--- src/rtl/fifo_wr_arbiter.sv ---
// fifo_wr_arbiter: packet-granular round-robin arbiter for one FIFO write port, with a stall watchdog
module fifo_wr_arbiter #(
  parameter int WIDTH = 8,
  parameter int N_REQ = 4,
  parameter int TIMEOUT = 64,
  localparam int IDX_W = $clog2(N_REQ)
) (
  input  logic                   i_clk,
  input  logic                   i_rst,
  input  logic [N_REQ-1:0]       i_req_valid,
  input  logic [N_REQ*WIDTH-1:0] i_req_data,
  input  logic [N_REQ-1:0]       i_req_last,
  output logic [N_REQ-1:0]       o_req_ready,
  output logic [WIDTH-1:0]       o_fifo_wr_data,
  output logic                   o_fifo_wr_en,
  input  logic                   i_fifo_full,
  output logic [IDX_W-1:0]       o_grant_id,
  output logic                   o_busy,
  output logic                   o_timeout
);
  localparam int WD_W = $clog2(TIMEOUT + 1);
  typedef enum logic {IDLE, BUSY} state_t;
  state_t state;
  logic [IDX_W-1:0] rr, pick, nxt;
  logic [WD_W-1:0] wd;
  logic xfer;
  function automatic logic [IDX_W-1:0] wrap_add(input logic [IDX_W-1:0] a, input int b);
    logic [IDX_W:0] s;
    s = {1'b0, a} + (IDX_W+1)'(b);
    return (s >= (IDX_W+1)'(N_REQ)) ? IDX_W'(s - (IDX_W+1)'(N_REQ)) : IDX_W'(s);
  endfunction
  // Scan from farthest to nearest offset so the nearest valid requester at/after rr wins
  always_comb begin
    pick = '0;
    for (int i = N_REQ - 1; i >= 0; i--)
      if (i_req_valid[wrap_add(rr, i)]) pick = wrap_add(rr, i);
  end
  assign nxt = wrap_add(o_grant_id, 1);
  assign o_busy = state == BUSY;
  assign xfer = o_busy && i_req_valid[o_grant_id] && !i_fifo_full;
  assign o_fifo_wr_en = xfer;
  assign o_fifo_wr_data = o_busy ? i_req_data[o_grant_id*WIDTH +: WIDTH] : '0;
  assign o_req_ready = (o_busy && !i_fifo_full) ? {{(N_REQ-1){1'b0}}, 1'b1} << o_grant_id : '0;
  always_ff @(posedge i_clk or negedge i_rst) begin
    if (!i_rst) begin
      state <= IDLE;
      o_grant_id <= '0;
      rr <= '0;
      wd <= '0;
      o_timeout <= 1'b0;
    end else begin
      o_timeout <= 1'b0;
      if (state == IDLE) begin
        wd <= '0;
        if (|i_req_valid) begin
          state <= BUSY;
          o_grant_id <= pick;
        end
      end else if (xfer) begin
        wd <= '0;
        if (i_req_last[o_grant_id]) begin
          state <= IDLE;
          rr <= nxt;
        end
      end else if (!i_fifo_full) begin
        if (wd == WD_W'(TIMEOUT - 1)) begin
          state <= IDLE;
          rr <= nxt;
          wd <= '0;
          o_timeout <= 1'b1;
        end else wd <= wd + 1'b1;
      end
    end
  end
endmodule

--- config.mk ---
export PLATFORM = sky130hd
export DESIGN_NAME = fifo_wr_arbiter
export DESIGN_NICKNAME = d
export VERILOG_FILES = /design/src/rtl/fifo_wr_arbiter.sv
export SDC_FILE = /design/constraint.sdc
export NUM_CORES = 1
export LEC_CHECK = 0
export ABC_AREA = 1
export CAP_MARGIN = 20
export CORE_AREA = 2 2 61 63
export DETAILED_ROUTE_END_ITERATION = 12
export DIE_AREA = 0 0 63 65
export PLACE_DENSITY = 0.75
export SYNTH_ARGS = -nofsm -noshare
export SYNTH_HDL_FRONTEND = slang
export SYNTH_SLANG_ARGS = --single-unit
--- constraint.sdc ---
create_clock -name i_clk -period 4 [get_ports i_clk]
set_input_delay 1.2 -clock i_clk [delete_from_list [all_inputs] [get_ports i_clk]]
set_output_delay 1.2 -clock i_clk [all_outputs]
set_load 0.005 [all_outputs]
---- Yosys cells after proc, flatten, opt, wreduce, memory -nomap -nowiden ----
Cells that the tools add are included.
storage, ports and cells
  logic and storage cells ................. 81
  output and inout bits ................... 17
  bits in registers ....................... 13
cells by class
  multiplexer cells ....................... 41
  bitwise gates (word level) .............. 1
  eq/ne operators ......................... 4
  order comparisons ....................... 10
  reductions and logical operators ........ 8
  add/sub/neg operators ................... 10
  shift-type cells ........................ 2
operator list
  kind                   count
  $shiftx A32 B6 Y8      1
  $mux W7                4
  $mux W2                13
  $mux W1                16
  $lt A2 B3 Y1 const B   5
  $bmux W1 S2            6
  $ge A3 B3 Y1 const B   4
  $sub A2 B1 Y2 const B  5
  $mux W8                1
  $add A7 B1 Y7 const B  1
  $eq A7 B6 Y1 const B   1
  $add A2 B1 Y3 const B  2
  $add A2 B2 Y3 const B  2
  $mux W4                1
  $reduce_and A4 Y1      1
  $reduce_or A4 Y1       1
  $shl A1 B2 Y4 const A  1
  $ge A2 B3 Y1 const B   1
  $logic_and A1 B1 Y1    3
  $ne A3 B3 Y1 const B   1
  $ne A2 B1 Y1 const B   1
  $ne A2 B2 Y1 const B   1
  $reduce_and A2 Y1      1
  $reduce_bool A2 Y1     1
  2 further kinds        2

---- Depth between registers and ports, before layout ----
Gate-level depths: netlist of the first run.
  word-level depth ........................ 9
  depth in mapped cells ................... 12
  mapped depth without buffers ............ 11

---- Worst setup path before layout of the first run ----
OpenSTA, ideal clock, no wires.
  path kind ............................... input -> output
  start ................................... input i_fifo_full
  end ..................................... output o_fifo_wr_en
  buffers on the path ..................... 1
  arrival time ............................ 1.667 ns
  path slack .............................. 1.133 ns
  stages .................................. 4
  cells stage by stage .................... buf_2 > nor2_4 > inv_2 > nor2_4
between the ends
  cells in the longest elaborated chain, start to end .. 2
RTL lines
  item                 line  source
  from (decl)          16    input logic i_fifo_full,
  $logic_not A1 Y1     -
  $logic_and A1 B1 Y1  40    assign xfer = o_busy && i_req_valid[o_grant_id] && !i_fifo_full;
  to (decl)            15    output logic o_fifo_wr_en,
No other way between the ends.

---- Final worst setup path of the first run ----
  start ................................... input i_req_data[2]
  end ..................................... output o_fifo_wr_data[2]
between the ends
  cells in the longest elaborated chain, start to end .. 2
RTL lines
  item               line  source
  from (decl)        11    input logic [N_REQ*WIDTH-1:0] i_req_data,
  $shiftx A32 B6 Y8  42    assign o_fifo_wr_data = o_busy ? i_req_data[o_grant_id*WIDTH +: WIDTH] : '0;
  $mux W8            42
  to (decl)          14    output logic [WIDTH-1:0] o_fifo_wr_data,
No other way between the ends.

==> flow_summary_export.csv, run 1 <==
group,metric,value,unit
sta,setup-violations-final,0,
global_route,grtUsageTotal,17.3,%
routing,drtIter0Drc,83,
layout,stdcell_area,1930,µm²
global_route,grt.overflow.total,0,
global_route,antenna_found_initial,0,
critical_path,end_kind,"primary output",
power,powerDensity,543,nW/µm²
logic_synthesis,synth.distinct_cells,24,
min_path,hold_depth,1,
logic_synthesis,synth_nets,252,
clocking,clkSinkCount,13,
clocking,ctsHtreeMaxLevel,1,
die,initial_core_util,37.2,%
sta,relSlewSlack,59.0,%
critical_path,setup.worst_path.start,"i_req_data[2]",
critical_path,path_buf_inv,2,
critical_path,r2r_start,"o_grant_id[1]$_DFFE_PN0P_",
placed_design,post-dp-hpwl,2.70,mm
routing,post_drt_wl_per_cell,11.4,µm
critical_path,r2r_setup_slack,2140,ps
sta,finalHoldViolCount,0,
sta,maxSlewViolCount,0,
status,status,"finished, final reports clean",
die,rows,22,
clocking,cts_tree,"built",
die,dieArea,4100,µm²
critical_path,required,2800,ps
routing,vias,1437,
logic_synthesis,syn_avg_cell_area,6.37,µm²
global_route,grt_max_degree,26,
layout,drive_gt1_share,11.9,%
clocking,cts_root_buffer,"clkbuf_4",
power,ir_drop,0.263,mV
power,p_comb_share,70.3,%
power,p_switching,0.499,mW
routing,wl,3.50,mm
clocking,clock_latency,280,ps
critical_path,crit_path_cell_trace,"clkdlybuf4s50_1, nor2_1, nor2_1, o21ai_0, a21oi_1, clkdlybuf4s50_1",
clocking,cts_buffer_depth,2,
logic_synthesis,synth_warnings,0,
critical_path,start_kind,"primary input",
logic_synthesis,syn_inst,204,
min_path,hold_end,"wd[0]$_DFFE_PN0P_",
logic_synthesis,ys_async_sr_fraction,100,%
routing,avgViaCountPerCell,4.67,
power,seqPwrFrac,21.9,%
power,netSwitchingFraction,47.6,%
die,dieWidth,63,µm
power,intPower,0.550,mW
sta,tightest_slew,614,ps
layout,nFillCells,369,
power,total_power,1.05,mW
critical_path,worstPathArrival,2570,ps
power,p_leak,0.897,nW
routing,drc,0,
layout,diodes,0,
sta,setup_tns,0,ps
placed_design,place_area,1900,µm²
logic_synthesis,synth-edff-count,0,
clocking,path_clk_slew,80,ps
placed_design,place.gp.congestion,0.893,
logic_synthesis,synth-seq-cells,13,
logic_synthesis,ys_seq_area_share,25.0,%
sta,period_share,94.2,%
sta,grt_setup_unrepaired,"false",
routing,antenna_left,0,
layout,syn_to_final_growth,48.6,%
min_path,min_from,"wd[0]$_DFFE_PN0P_",
critical_path,crit_cells,6,
sta,setup_ws,231,ps
clocking,numCtsBuffers,3,
global_route,grt_pass1_vias,1288,
critical_path,critPathKind,"primary input to primary output",
placed_design,pre_cts_ws,86.0,ps
min_path,min_path_type,"register to register",
job,cap_violations,0,
die,fp.dieH,65,µm
sta,finalCriticalPeriod,3770,ps
layout,post-route-util,55.3,%
critical_path,crit_fanout,1,
critical_path,cpPeakStageDelay,530,ps
critical_path,reg2reg_depth,9,
critical_path,r2r-end,"rr[0]$_DFFE_PN0P_",
critical_path,cpLargestDelayFamily,"buffers and inverters",
die,io_pins,60,
logic_synthesis,synth.cell_area,1300,µm²
layout,nNetsFinal,309,
placed_design,port-buffer-count,59,
sta,fmax,265,MHz
power,clockPowerShare,7.8,%
routing,drtPass1Iterations,4,
die,core,3500,µm²
global_route,grt_pass1_wl,5.75,mm
sta,fin_skew,1.95,ps
logic_synthesis,synthFlopType,"dfrtp_1",
critical_path,critPathSlowestCell,"clkdlybuf4s50_1",
-- final cells by class --
cell class	count	area [µm²]	area share, %
Clock inverter	1	5.00	0.259
Clock buffer	3	22.5	1.17
Inverter	25	96.3	4.99
Multi-Input combinational cell	157	815	42.2
Tap cell	48	60.1	3.11
Timing Repair Buffer	61	608	31.5
Sequential cell	13	325	16.8
-- how the worst max path moves through the flow --
stage                              to  slack, ps
global route        o_fifo_wr_data[6]        110
global placement         o_fifo_wr_en        130
detailed placement       o_fifo_wr_en         90
floorplan                o_fifo_wr_en       1130
finish              o_fifo_wr_data[2]        230
CTS                      o_fifo_wr_en         80
-- layout by cell type, fill, tap and decap left out, types with 4 or more instances in the layout --
| cell type | netlist | routed |
|---|---|---|
| a21oi_1 | 9 | 9 |
| clkdlybuf4s50_1 | 0 | 58 |
| dfrtp_1 | 13 | 13 |
| ha_1 | 5 | 5 |
| inv_1 | 19 | 19 |
| inv_2 | 5 | 5 |
| nand2_1 | 36 | 36 |
| nand3_1 | 17 | 17 |
| nor2_1 | 41 | 41 |
| nor2_4 | 4 | 4 |
| o21ai_0 | 20 | 20 |
| o21ai_1 | 4 | 4 |
| o21ai_2 | 4 | 4 |
-- flip-flops by register name (all words and copies together), names as in the netlist --
name	flops
o_busy	1
o_grant_id	2
o_timeout	1
rr	2
wd	7
-- kinds of logic (layout without fill, tap and decap cells) --
logic type | Yosys count | in the layout | share of synthesized area, %
xor gates and xnor gates | 3 | 3 | 2.02
and+or+nand+nor | 109 | 109 | 39.0
DFF | 13 | 13 | 25.0
adders and majority gates | 5 | 5 | 4.81
buffers and inverters | 34 | 90 | 12.3
AOI/OAI and AO/OA | 40 | 40 | 16.8
-- timing repair --
item	4_1_cts	5_1_grt
hold buffers	0	0
endpoints found under the setup margin	0	1
buffers inserted	0	0
resized for setup	0	1
-- power groups by stage --
stage          Combinational (mW)  Clock (mW)  Sequential [mW]
2_1_floorplan               0.505           0            0.197
3_3_place_gp                0.732           0            0.232
3_5_place_dp                0.739           0            0.230
4_1_cts                     0.742      0.0852            0.228
5_1_grt                     0.826      0.0929            0.238
6_report                    0.736      0.0817            0.230
-- per-layer routing --
metal | global-route usage (%) | share of wire (%) | up-vias
met2 | 31.5 | 52 | 27
li1 | - | - | 763
met4 | 4.44 | 1.0 | 0
met3 | 1.91 | 3.0 | 5
met1 | 21.6 | 44 | 642
met5 | 0 | 0 | -
-- worst reg2reg max path, stage by stage, from the launching register on --
cell	delay, ps
dfrtp_1	690
inv_1	360
nand2_1	210
nand2_4	90
nand2_2	120
inv_2	50
nand2_4	60
nand2_4	50
nand2_1	50
o21ai_1	80
-- synth_stat cells, types with 4 or more instances --
cell / instances / share of area, %
nor2_1: 41 / 12
nand2_1: 36 / 10
o21ai_0: 20 / 7.7
inv_1: 19 / 5.5
nand3_1: 17 / 6.5
dfrtp_1: 13 / 25
a21oi_1: 9 / 3.5
buf_4: 5 / 2.9
ha_1: 5 / 4.8
inv_2: 5 / 1.4
nor2_4: 4 / 3.5
o21ai_1: 4 / 1.5
o21ai_2: 4 / 2.7
-- metrics by stage --
step           hold WS, ps  cells
6_report               514    308
5_1_grt                556    308
4_1_cts                518    308
3_5_place_dp           508    304
3_3_place_gp           499    304
2_1_floorplan          482    204
Power figures use the tool's default switching activity.
==> run 2, diff against run 1 <==
Settings changed: GPL_TIMING_DRIVEN set to 0.
==> flow_summary_export.csv, run 2 (synthesis gave the netlist of run 1 again) <==
group,metric,value,unit
critical_path,crit_path_cell_trace,"clkdlybuf4s50_1, nor2_1, nor2_1, o21ai_0, a21oi_1, clkdlybuf4s50_1",
clocking,clock_latency,280,ps
power,powerDensity,557,nW/µm²
critical_path,required,2800,ps
power,p_switching,0.509,mW
critical_path,worstPathArrival,2520,ps
sta,tightest_slew,591,ps
sta,relSlewSlack,60.5,%
global_route,grt_pass1_wl,5.91,mm
global_route,grt_pass1_vias,1339,
layout,nFillCells,340,
sta,fin_skew,2.57,ps
placed_design,port-buffer-count,58,
power,clockPowerShare,7.6,%
layout,top_register,"wd",
critical_path,cpPeakStageDelay,520,ps
power,netSwitchingFraction,46.4,%
clocking,cts_setup_buffers,0,
power,seqPwrFrac,18.6,%
die,dieWidth,63,µm
placed_design,pre_cts_ws,94.3,ps
layout,stdcell_area,1970,µm²
min_path,hold_depth,1,
critical_path,critPathSlowestCell,"clkdlybuf4s50_1",
die,dieArea,4100,µm²
layout,diodes,0,
sta,setup-violations-final,0,
global_route,grt_max_degree,14,
min_path,min_path_type,"register to register",
sta,maxSlewViolCount,0,
placed_design,place.gp.congestion,0.914,
global_route,grt.overflow.total,0,
clocking,path_clk_slew,80,ps
sta,fmax,269,MHz
power,total_power,1.10,mW
critical_path,start_kind,"primary input",
layout,post-route-util,56.4,%
clocking,postCtsHoldBufs,0,
routing,avgViaCountPerCell,4.66,
sta,finalCriticalPeriod,3720,ps
global_route,antenna_found_initial,0,
placed_design,dp_cells,310,
critical_path,reg2reg_depth,6,
sta,whs,515,ps
placed_design,post-dp-hpwl,2.85,mm
die,fp.dieH,65,µm
clocking,numCtsBuffers,3,
critical_path,critPathKind,"primary input to primary output",
global_route,grtUsageTotal,17.8,%
clocking,cts_buffer_depth,2,
routing,drtPass1Iterations,4,
power,ir_drop,0.377,mV
sta,finalHoldViolCount,0,
die,initial_core_util,37.2,%
routing,drc,0,
routing,vias,1462,
job,cap_violations,0,
layout,reg.largest.list,"wd x7, o_grant_id x2, rr x2",
die,rows,22,
layout,drive_gt1_share,14.3,%
clocking,cts_root_buffer,"clkbuf_4",
layout,largest_reg_flops,7,
status,status,"finished, final reports clean",
power,intPower,0.589,mW
layout,nNetsFinal,315,
layout,final_cell_mix,"clkdlybuf4s50_1, nor2_1, nand2_1",
clocking,ctsHtreeMaxLevel,1,
layout,syn_to_final_growth,51.6,%
routing,post_drt_wl_per_cell,11.5,µm
sta,grt_setup_unrepaired,"false",
power,p_leak,0.926,nW
routing,antenna_left,0,
layout,layout.cells.most_common,"clkdlybuf4s50_1",
die,io_pins,60,
clocking,cts_tree,"built",
layout,final_cells,314,
sta,period_share,93.0,%
clocking,clkSinkCount,13,
routing,wl,3.61,mm
sta,setup_ws,281,ps
sta,setup_tns,0,ps
power,p_comb_share,73.8,%
routing,drtIter0Drc,83,
critical_path,end_kind,"primary output",
critical_path,crit_fanout,1,
die,core,3500,µm²
placed_design,place_area,1940,µm²
==> run 2: changes by cell type in the layout (fill, tap and decap cells not counted) <==
cell / previous run / this run
buf_2: 0 / 3
buf_4: 2 / 5
buf_6: 0 / 1
clkdlybuf4s50_1: 58 / 57
==> run 2: worst max-delay path, delay by kind of cell <==
kind                   cells  cell delay [ps]
buffers and inverters      2              970
AO/OA/AOI/OAI              2              250
AND/OR/NAND/NOR            2              110
==> run 2: final cells by class <==
| cell class | count | area, µm² | area share [%] |
|---|---|---|---|
| Buffer | 9 | 63.8 | 3.24 |
| Clock buffer | 3 | 22.5 | 1.14 |
| Clock inverter | 1 | 5.00 | 0.254 |
| Inverter | 25 | 96.3 | 4.89 |
| Multi-Input combinational cell | 157 | 815 | 41.3 |
| Sequential cell | 13 | 325 | 16.5 |
| Tap cell | 48 | 60.1 | 3.05 |
| Timing Repair Buffer | 58 | 583 | 29.6 |
==> run 2: final timing paths <==
kind | from | end | slack [ps]
worst max-delay path | i_req_data[3] | o_fifo_wr_data[3] | 280
worst min-delay path | wd[0]$_DFFE_PN0P_ | wd[0]$_DFFE_PN0P_ | 520
worst max register to register | o_grant_id[0]$_DFFE_PN0P_ | rr[1]$_DFFE_PN0P_ | 2430
worst min register to register | wd[0]$_DFFE_PN0P_ | wd[0]$_DFFE_PN0P_ | 520
max in group asynchronous | i_rst | wd[4]$_DFFE_PN0P_ | 2330
min in group asynchronous | i_rst | wd[6]$_DFFE_PN0P_ | 1290
==> run 2: what timing repair did <==
action	CTS	global route
resized for setup	0	1
endpoints found under the hold margin	0	0
setup endpoints to repair	0	1
==> run 2: layer usage <==
layer,part of all wire [%],vias to the layer above,GRT usage [%]
met5,0,-,0
met4,0.30,0,2.22
met3,3.8,2,3.82
met2,51,34,32.4
met1,45,653,22.0
li1,-,773,-
==> run 2: power groups by stage <==
stage	clock (mW)	combinational (mW)	sequential [mW]
after global placement	0	0.813	0.204
after floorplan	0	0.505	0.197
after CTS	0.0862	0.818	0.203
after detailed placement	0	0.815	0.205
after global routing	0.0912	0.915	0.210
final	0.0835	0.811	0.204
